$ cat src/rtl/trojan_guarded_alu_pipe.sv
// Registered ADD/SUB/AND/XOR stage with trigger-signature detection and NORMAL/ALERT/LOCKOUT escalation.
// Optional trigger capture log enabled by defining TPS_TRIG_LOG_EN.
module trojan_guarded_alu_pipe #(
  parameter int unsigned      WIDTH       = 8,
  parameter logic [WIDTH-1:0] SIG_A       = WIDTH'(8'hAA),
  parameter logic [WIDTH-1:0] SIG_B       = WIDTH'(8'h55),
  parameter int unsigned      THRESH      = 3,
  parameter int unsigned      LOCK_CYCLES = 16,
  parameter int unsigned      CNT_W       = 8
) (
  input  logic             clk,
  input  logic             rst_n,
  input  logic             in_valid,
  output logic             in_ready,
  input  logic [WIDTH-1:0] a,
  input  logic [WIDTH-1:0] b,
  input  logic [1:0]       opcode,
  output logic             out_valid,
  input  logic             out_ready,
  output logic [WIDTH-1:0] result,
  output logic             carry,
  output logic             mitigation_active,
  output logic             lockout,
`ifdef TPS_TRIG_LOG_EN
  output logic [WIDTH-1:0] trig_log_a,
  output logic [WIDTH-1:0] trig_log_b,
  output logic             trig_log_valid,
`endif
  output logic [CNT_W-1:0] trigger_count
);

  localparam int unsigned SW = (THRESH > 1) ? $clog2(THRESH + 1) : 1;
  localparam int unsigned TW = (LOCK_CYCLES > 1) ? $clog2(LOCK_CYCLES) : 1;

  typedef enum logic [1:0] {ST_NORMAL, ST_ALERT, ST_LOCKOUT} state_t;

  state_t          state_q, state_d;
  logic [SW-1:0]   strike_q, strike_d;
  logic [TW-1:0]   timer_q, timer_d;
  logic            accept, trigger, mitigate;
  logic [WIDTH:0]  arith;
  logic [WIDTH-1:0] alu_res;
  logic            alu_carry;

  assign in_ready = !out_valid || out_ready;
  assign accept   = in_valid && in_ready;
  assign trigger  = accept && (opcode == 2'b11) && (a == SIG_A) && (b == SIG_B);
  assign mitigate = trigger || (state_q == ST_LOCKOUT);

  // ALU: arithmetic at WIDTH+1 bits so the MSB is carry-out / borrow
  always_comb begin
    arith     = '0;
    alu_res   = '0;
    alu_carry = 1'b0;
    unique case (opcode)
      2'b00: begin
        arith     = {1'b0, a} + {1'b0, b};
        alu_res   = arith[WIDTH-1:0];
        alu_carry = arith[WIDTH];
      end
      2'b01: begin
        arith     = {1'b0, a} - {1'b0, b};
        alu_res   = arith[WIDTH-1:0];
        alu_carry = arith[WIDTH];
      end
      2'b10:   alu_res = a & b;
      default: alu_res = a ^ b;
    endcase
  end

  // Escalation next-state; lock timer runs every cycle regardless of handshake
  always_comb begin
    state_d  = state_q;
    strike_d = strike_q;
    timer_d  = timer_q;
    unique case (state_q)
      ST_NORMAL: begin
        if (trigger) begin
          if (THRESH == 1) begin
            state_d  = ST_LOCKOUT;
            strike_d = '0;
            timer_d  = TW'(LOCK_CYCLES - 1);
          end else begin
            state_d  = ST_ALERT;
            strike_d = SW'(1);
          end
        end
      end
      ST_ALERT: begin
        if (trigger) begin
          if (strike_q + SW'(1) == SW'(THRESH)) begin
            state_d  = ST_LOCKOUT;
            strike_d = '0;
            timer_d  = TW'(LOCK_CYCLES - 1);
          end else begin
            strike_d = strike_q + SW'(1);
          end
        end else if (accept) begin
          state_d  = ST_NORMAL;
          strike_d = '0;
        end
      end
      ST_LOCKOUT: begin
        if (trigger) begin
          timer_d = TW'(LOCK_CYCLES - 1);
        end else if (timer_q == '0) begin
          state_d = ST_NORMAL;
        end else begin
          timer_d = timer_q - TW'(1);
        end
      end
      default: begin
        state_d  = ST_NORMAL;
        strike_d = '0;
        timer_d  = '0;
      end
    endcase
  end

  always_ff @(posedge clk or negedge rst_n) begin
    if (!rst_n) begin
      state_q           <= ST_NORMAL;
      strike_q          <= '0;
      timer_q           <= '0;
      lockout           <= 1'b0;
      out_valid         <= 1'b0;
      result            <= '0;
      carry             <= 1'b0;
      mitigation_active <= 1'b0;
      trigger_count     <= '0;
    end else begin
      state_q  <= state_d;
      strike_q <= strike_d;
      timer_q  <= timer_d;
      lockout  <= (state_d == ST_LOCKOUT);
      if (accept) begin
        out_valid         <= 1'b1;
        result            <= mitigate ? '0 : alu_res;
        carry             <= !mitigate && alu_carry;
        mitigation_active <= mitigate;
      end else if (out_ready) begin
        out_valid         <= 1'b0;
        mitigation_active <= 1'b0;
      end
      if (trigger && (trigger_count != '1)) begin
        trigger_count <= trigger_count + CNT_W'(1);
      end
    end
  end

`ifdef TPS_TRIG_LOG_EN
  // Sticky capture of the most recent triggering operands
  always_ff @(posedge clk or negedge rst_n) begin
    if (!rst_n) begin
      trig_log_a     <= '0;
      trig_log_b     <= '0;
      trig_log_valid <= 1'b0;
    end else if (trigger) begin
      trig_log_a     <= a;
      trig_log_b     <= b;
      trig_log_valid <= 1'b1;
    end
  end
`endif

endmodule

$ cat config.mk
export PLATFORM = sky130hd
export DESIGN_NAME = trojan_guarded_alu_pipe
export DESIGN_NICKNAME = d
export VERILOG_FILES = /design/src/rtl/trojan_guarded_alu_pipe.sv
export SDC_FILE = /design/constraint.sdc
export NUM_CORES = 1
export LEC_CHECK = 0
export BUFFER_PORTS_ARGS = -buffer_cell sky130_fd_sc_hd__buf_2
export CORE_MARGIN = 2
export CORE_UTILIZATION = 50
export DETAILED_ROUTE_END_ITERATION = 16
export GPL_TIMING_DRIVEN = 0
export PLACE_DENSITY = 0.73
export SYNTH_ARGS = -nofsm -noshare
export SYNTH_HDL_FRONTEND = slang
export SYNTH_SLANG_ARGS = --single-unit
$ cat constraint.sdc
create_clock -name clk -period 3.4 [get_ports clk]
set_input_delay 0.51 -clock clk [delete_from_list [all_inputs] [get_ports clk]]
set_output_delay 0.51 -clock clk [all_outputs]
set_load 0.05 [all_outputs]
==> flow_summary_export.csv, run 1 <==
group,metric,value,unit
worst_setup_path,worstSetupPathType,"in -> reg",
timing,fin_ws,953,ps
pwr,powerDensity,342,mW/mm²
timing,fin_setup_tns,0,ps
floorplanning,ios,43,
timing,rsz0062_at_grt,"no",
timing,final_max_slew_viol_count,0,
finish,drive_gt1_share,20.1,%
placement,dp_hpwl,4220,µm
drt,first_pass_iters,4,
global_routing,grt_pass1_vias,2032,
worst_setup_path,critical_path_required,3620,ps
floorplanning,die_area,0.00529,mm²
drt,wl_per_cell,14.3,µm
synth,syn_area_per_cell,8.81,µm²
status,run_status,"completed",
placement,place_inst,362,
worst_setup_path,startpoint_type,"input pin",
placement,gp_congestion,0.790,
finish,fin_cells,366,
worst_setup_path,cpMaxStageDelayCell,"a2111oi_0",
pwr,vdd_ir_drop_max,0.150,mV
worst_setup_path,crit_path_frequent_cell,"inv_1",
timing,clock.fmax,0.409,GHz
synth,synthCells,268,
clock_network,post_cts_resized,0,
floorplanning,fp.dieH,72.7,µm
timing,slew_headroom,54.2,%
drt,routed_via_density,5.89,
clock_network,cts_tree,"yes",
drt,routed-via-count,2154,
synth,synth_ff_type,"dfrtp_1",
timing,setup_viol,0,
worst_setup_path,cp-end-kind,"register",
timing,finalCritPeriodShare,72.0,%
pwr,p_leak,0.00133,µW
run,maxCapViolations,0,
global_routing,gr-total-overflow,0,
synth,synthArstFlopShare,100,%
clock_network,postCtsSetupBuffers,0,
drt,drc,0,
finish,num_antenna_cells,0,
drt,wl,5240,µm
clock_network,clk_path_buf_depth,2,
worst_setup_path,path_max_fanout,3,
drt,antenna_left,0,
global_routing,antenna_found_initial,0,
finish,fill_cells,411,
synth,ys_ff_latch,28,
synth,synth_edf_count,0,
clock_network,cts_hold_buf,0,
floorplanning,row_count,24,
synth,synth_area,0.00236,mm²
synth,postSynthNetCount,315,
synth,synth_cell_types,58,
worst_setup_path,critPathMaxStageDelay,510,ps
synth,ys_seq_area_share,29.7,%
clock_network,clock_latency,280,ps
clock_network,cts.root.buffer_cell,"clkbuf_8",
floorplanning,core-area,0.00444,mm²
global_routing,grt_max_degree,29,
clock_network,cts_sinks,28,
floorplanning,start_util,53.1,%
drt,first_iter_violations,91,
finish,syn_to_final_growth,14.7,%
global_routing,grt_pass1_wl,9130,µm
timing,final_hold_viol_count,0,
synth,ys_warn_count,0,
placement,place_ws,696,ps
timing,tightest_slew,670,ps
placement,port_buffers,42,
timing,clock-skew-final,5.76,ps
worst_setup_path,crit_chain,"buf_2 -> inv_1 -> ha_1 -> inv_1 -> fa_1 -> a211oi_1 -> nor2_1 -> o21ai_1 -> nand2b_1 -> a2111oi_0 -> o31a_1",
worst_hold_path,min_path_type,"in -> async",
clock_network,clkTransAtPathRegs,100,ps
finish,fin_nets,362,
clock_network,cts_made_buffers,3,
global_routing,track_usage,21.4,%
floorplanning,fp.dieW,72.7,µm
clock_network,htreeDepth,1,
timing,final.min_clock_period,2450,ps
worst_setup_path,arrival,2670,ps
timing,hold_ws,235,ps
==> metrics by stage <==
stage	utilization [%]	instance area [µm²]	total power, µW
after floorplan	-	2360	586
after global placement	59.3	2640	667
after detailed placement	59.3	2640	671
after CTS	60.9	2710	929
after global routing	60.9	2710	973
final	60.9	2710	925
==> cells in the final DEF (no fill, tap or decap), types with 3 or more instances in the layout <==
cell      netlist  routed
buf_2           4      46
dfrtp_1        28      28
ha_1           23      23
inv_1          22      22
nand2_1        19      19
o21ai_0        17      17
a21oi_1        17      17
nor2_1         13      13
nor3_1          9       9
clkbuf_1        8       8
a211oi_1        7       7
nor2b_1         7       7
xnor2_1         7       7
a31oi_1         6       6
nand2b_1        5       5
a21o_1          4       4
nor4_1          4       4
o211ai_1        4       4
and4bb_2        3       3
o31a_1          3       3
xor2_1          3       3
nand3_1         3       3
and3_1          3       3
clkbuf_8        0       3
==> cells by family after synthesis <==
kind of cell / synth area share (%)
flip-flops: 29.7
adder cells (fa/ha/maj): 13.9
AO/OA/AOI/OAI: 24.4
AND/OR/NAND/NOR: 21.1
buffers and inverters: 5.78
XOR/XNOR: 3.71
multiplexers: 1.43
==> cells in the mapped netlist, types with 3 or more instances <==
master | instances | area, µm²
inv_1 | 22 | 82.6
a31oi_1 | 6 | 37.5
a21oi_1 | 17 | 85.1
nor2b_1 | 7 | 43.8
and4bb_2 | 3 | 37.5
xnor2_1 | 7 | 61.3
and3_1 | 3 | 18.8
xor2_1 | 3 | 26.3
buf_2 | 4 | 20.0
o31a_1 | 3 | 26.3
ha_1 | 23 | 288
o21ai_0 | 17 | 85.1
nand2_1 | 19 | 71.3
dfrtp_1 | 28 | 701
nand3_1 | 3 | 15.0
a211oi_1 | 7 | 52.6
a21o_1 | 4 | 30.0
nor3_1 | 9 | 45.0
nor2_1 | 13 | 48.8
nor4_1 | 4 | 25.0
o211ai_1 | 4 | 30.0
clkbuf_1 | 8 | 30.0
nand2b_1 | 5 | 31.3
==> metal layers <==
layer	global-route usage [%]	up-vias	part of all wire [%]
li1	-	1086	-
met1	27.8	1009	46
met2	36.7	53	49
met3	1.80	6	3.3
met4	9.05	0	1.4
met5	0	-	0
==> state kept, by name, summed over array words and instances, names as in the netlist <==
name / flops
trigger_count: 8
strike_q: 2
lockout: 1
carry: 1
out_valid: 1
result: 8
mitigation_active: 1
timer_q: 4
state_q: 2
==> critical path: cells and delay by family <==
family / cells / cell delay, ps
fa+ha+maj: 2 / 560
simple gates: 2 / 160
buf+inv: 3 / 220
compound gates: 4 / 1210
==> path summary, 6_finish.rpt <==
| check | start | end | slack (ps) | depth (start not counted) |
|---|---|---|---|---|
| worst min register to register | result[7] | result[7] | 470 | 2 |
| worst max-delay path | a[0] | carry | 950 | 11 |
| worst max register to register | trigger_count[0] | trigger_count[7] | 1450 | 7 |
| max in group asynchronous | rst_n | state_q[1] | 2760 | 1 |
| worst min-delay path | rst_n | timer_q[1] | 240 | 1 |
| min in group clk | in_valid | out_valid | 470 | 2 |
==> area by class of cell <==
type                            count  area [µm²]  area share (%)
Buffer                             13        53.8            1.99
Timing Repair Buffer               42         210            7.77
Tap cell                           52        65.1            2.40
Clock inverter                      1        30.0            1.11
Clock buffer                        3        41.3            1.53
Multi-Input combinational cell    205        1520            56.3
Inverter                           22        82.6            3.05
Sequential cell                    28         701            25.9
==> power by group <==
group,internal [µW],switching (µW)
Combinational,97.7,199
Sequential,354,12.6
Clock,158,103
Total,609,315
No activity file was read; power rests on OpenSTA's default activity.
==> inputs of run 2 (changes only) <==
- ABC_AREA: not set -> 1
- PLACE_DENSITY: 0.73 -> 0.75
- clock period: 3.4 -> 2.2 ns (I/O delays scaled with it)
==> run 2 against run 1 <==
  * Clock skew up 5.9 ps
  * Critical endpoint unchanged
  * Combinational power up 110%
  * Total power is 78% higher
  * Clock power up 62%
  * Synthesized area grew 12%
  * Routed wire length is 28% higher
  * Largest power group is now combinational logic
==> flow_summary_export.csv, run 2 <==
group,metric,value,unit
status,run_status,"completed",
finish,reg_top3,"result (8), trigger_count (8), timer_q (4)",
synth,yosys.area_share.xor_xnor,2.97,%
floorplanning,ios,43,
worst_setup_path,crit_buf_inv,3,
placement,place_inst,506,
drt,routed_via_density,5.25,
clock_network,post_cts_resized,0,
synth,ys_top_cells_by_count,"nand2_1 (112), inv_1 (60), nand3_1 (41)",
timing,slew_headroom,57.2,%
synth,ys_seq_area_share,26.4,%
drt,drc,0,
drt,routed-via-count,2675,
timing,fin_ws,484,ps
clock_network,cts_sinks,28,
synth,netlist_top_cells_area,"dfrtp_1 (26%), nand2_1 (16%), ha_1 (11%)",
floorplanning,row_count,26,
drt,first_iter_violations,130,
finish,fin_cells,510,
timing,finalCritPeriodShare,78.0,%
global_routing,grt_pass1_vias,2529,
worst_setup_path,critPathTopFamily,"simple AND/OR/NAND/NOR gates",
floorplanning,fp.dieH,76.8,µm
global_routing,antenna_found_initial,0,
clock_network,postCtsSetupBuffers,0,
worst_setup_path,reg2reg_to,"strike_q[1]",
timing,clock.fmax,0.583,GHz
placement,port_buffers,42,
synth,synthAdderAreaFrac,12.4,%
worst_hold_path,min_path_type,"in -> async",
timing,final_max_slew_viol_count,0,
timing,setup_viol,0,
drt,wl,6740,µm
drt,wl_per_cell,13.2,µm
synth,yosysTopAreaCell,"dfrtp_1",
placement,place_ws,201,ps
clock_network,cts_tree,"yes",
drt,first_pass_iters,5,
drt,antenna_left,0,
synth,ys_warn_count,0,
worst_setup_path,critical_path_required,2430,ps
floorplanning,fp.dieW,76.8,µm
worst_setup_path,crit_path_frequent_cell,"nand2_1",
synth,synthSimpleGateAreaFrac,38.6,%
timing,clock-skew-final,11.7,ps
worst_setup_path,crit_start,"a[0]",
finish,drive_gt1_share,16.4,%
synth,synth_edf_count,0,
worst_setup_path,path_max_fanout,3,
placement,dp_hpwl,5270,µm
synth,synth_cell_types,35,
finish,final_common_cell,"nand2_1",
timing,rsz0062_at_grt,"no",
timing,final_hold_viol_count,0,
synth,synthArstFlopShare,100,%
worst_setup_path,startpoint_type,"input pin",
clock_network,clkTransAtPathRegs,110,ps
worst_setup_path,crit_chain,"buf_2 -> inv_1 -> ha_1 -> inv_1 -> fa_1 -> nand2_1 -> nand3_1 -> nand3_1 -> nand2_1 -> nand2_1 -> nand2_1 -> nand2_1 -> nand2_1 -> nand2_1 -> nand2_1 -> nand2_1",
worst_setup_path,r2r_slack,490,ps
pwr,vdd_ir_drop_max,0.377,mV
synth,synth_area,0.00265,mm²
clock_network,cts.root.buffer_cell,"clkbuf_8",
synth,synth_top_area_share,26.4,%
worst_setup_path,worstSetupPathType,"in -> reg",
placement,gp_congestion,0.978,
synth,ys_ff_latch,28,
synth,synth_top_family_by_area,"simple AND/OR/NAND/NOR gates",
worst_setup_path,worst_r2r_path_depth,9,
global_routing,grt_pass1_wl,11500,µm
clock_network,cts_made_buffers,3,
global_routing,track_usage,23.8,%
global_routing,gr-total-overflow,0,
pwr,p_leak,0.00166,µW
synth,synth_ff_type,"dfrtp_1",
floorplanning,die_area,0.00590,mm²
timing,final.min_clock_period,1720,ps
timing,fin_setup_tns,0,ps
worst_setup_path,path_depth,16,
clock_network,cts_hold_buf,0,
synth,postSynthNetCount,441,
finish,fin_nets,488,
clock_network,htreeDepth,1,
worst_setup_path,worstSetupEndpoint,"carry",
worst_setup_path,critPathMaxStageDelay,370,ps
finish,postLayoutCoreUtil,59.2,%
synth,syn_area_per_cell,6.73,µm²
synth,synth_compound_area_share,8.58,%
clock_network,clock_latency,290,ps
global_routing,grt_max_degree,29,
synth,synth_mux_area_share,0.566,%
run,maxCapViolations,0,
worst_setup_path,cpMaxStageDelayCell,"fa_1",
worst_setup_path,arrival,1950,ps
timing,tightest_slew,642,ps
worst_setup_path,cp-end-kind,"register",
finish,final_cell_mix,"nand2_1 (112), inv_1 (60), buf_2 (48)",
worst_setup_path,r2r-start,"state_q[1]",
pwr,powerDensity,544,mW/mm²
finish,num_antenna_cells,0,
floorplanning,core-area,0.00511,mm²
finish,syn_to_final_growth,13.9,%
floorplanning,start_util,51.9,%
synth,synthCells,394,
clock_network,clk_path_buf_depth,2,
synth,synth_most_common_cell,"nand2_1",
-- run 2: cell types whose count changed in the layout (fill, tap and decap cells not counted), sizes merged, moves of 5 or more --
| cell | previous run | this run |
|---|---|---|
| inv | 22 | 63 |
| nor3 | 10 | 5 |
| nor4 | 5 | 0 |
| nor2b | 7 | 0 |
| nor2 | 13 | 31 |
| a31oi | 6 | 0 |
| nand2 | 20 | 114 |
| nand2b | 5 | 0 |
| nand4 | 1 | 17 |
| clkbuf | 11 | 4 |
| a211oi | 7 | 0 |
| nand3 | 5 | 47 |
-- run 2: stage by stage --
| stage | hold WS [ps] | power [µW] | cell area, µm² |
|---|---|---|---|
| floorplan | 34.4 | 1060 | 2650 |
| detailed placement | 392 | 1220 | 2950 |
| global placement | 377 | 1210 | 2950 |
| CTS | 74.9 | 1650 | 3020 |
| finish | 56.5 | 1640 | 3020 |
| global route | 106 | 1760 | 3020 |
-- run 2: power by group --
group / leakage [µW] / internal, µW / switching, µW
Sequential: 0.000365 / 566 / 32.9
Clock: 0.0000357 / 244 / 179
Combinational: 0.00125 / 184 / 436
-- run 2: logic make-up (layout without fill, tap and decap cells) --
group / after synthesis / in the layout
simple gates: 217 / 217
buf+inv: 72 / 118
compound gates: 42 / 42
flops: 28 / 28
fa+ha+maj: 25 / 25
xor+xnor: 9 / 9
mux: 1 / 1
-- run 2: per-layer routing --
metal	up-vias	share of wire [%]	track usage [%]
met1	1226	50	34.0
met5	-	0	0
met4	0	1.4	6.55
li1	1354	-	-
met3	11	5.9	2.47
met2	84	42	38.2
-- run 2: area by class of cell --
| type | count | area (µm²) |
|---|---|---|
| Clock buffer | 3 | 41.3 |
| Timing Repair Buffer | 42 | 210 |
| Clock inverter | 1 | 30.0 |
| Buffer | 7 | 33.8 |
| Fill cell | 503 | 2090 |
| Sequential cell | 28 | 701 |
| Multi-Input combinational cell | 294 | 1670 |
| Tap cell | 70 | 87.6 |
| Inverter | 65 | 245 |
-- run 2: worst min path at each step --
stage               startpoint          endpoint  slack (ps)
floorplan                rst_n             carry          30
global placement         rst_n  trigger_count[3]         380
detailed placement       rst_n  trigger_count[3]         390
CTS                      rst_n  trigger_count[7]          70
global route             rst_n  trigger_count[3]         110
finish                   rst_n  trigger_count[2]          60
-- run 2: worst reg2reg max path, stage by stage, from the launching register on --
cell and delay, ps:
dfrtp_1 420, inv_1 110, ha_1 270, inv_1 180
nor2_1 210, inv_1 80, nand3_1 120, clkinv_1 90
nand3_1 70, o21ai_1 70
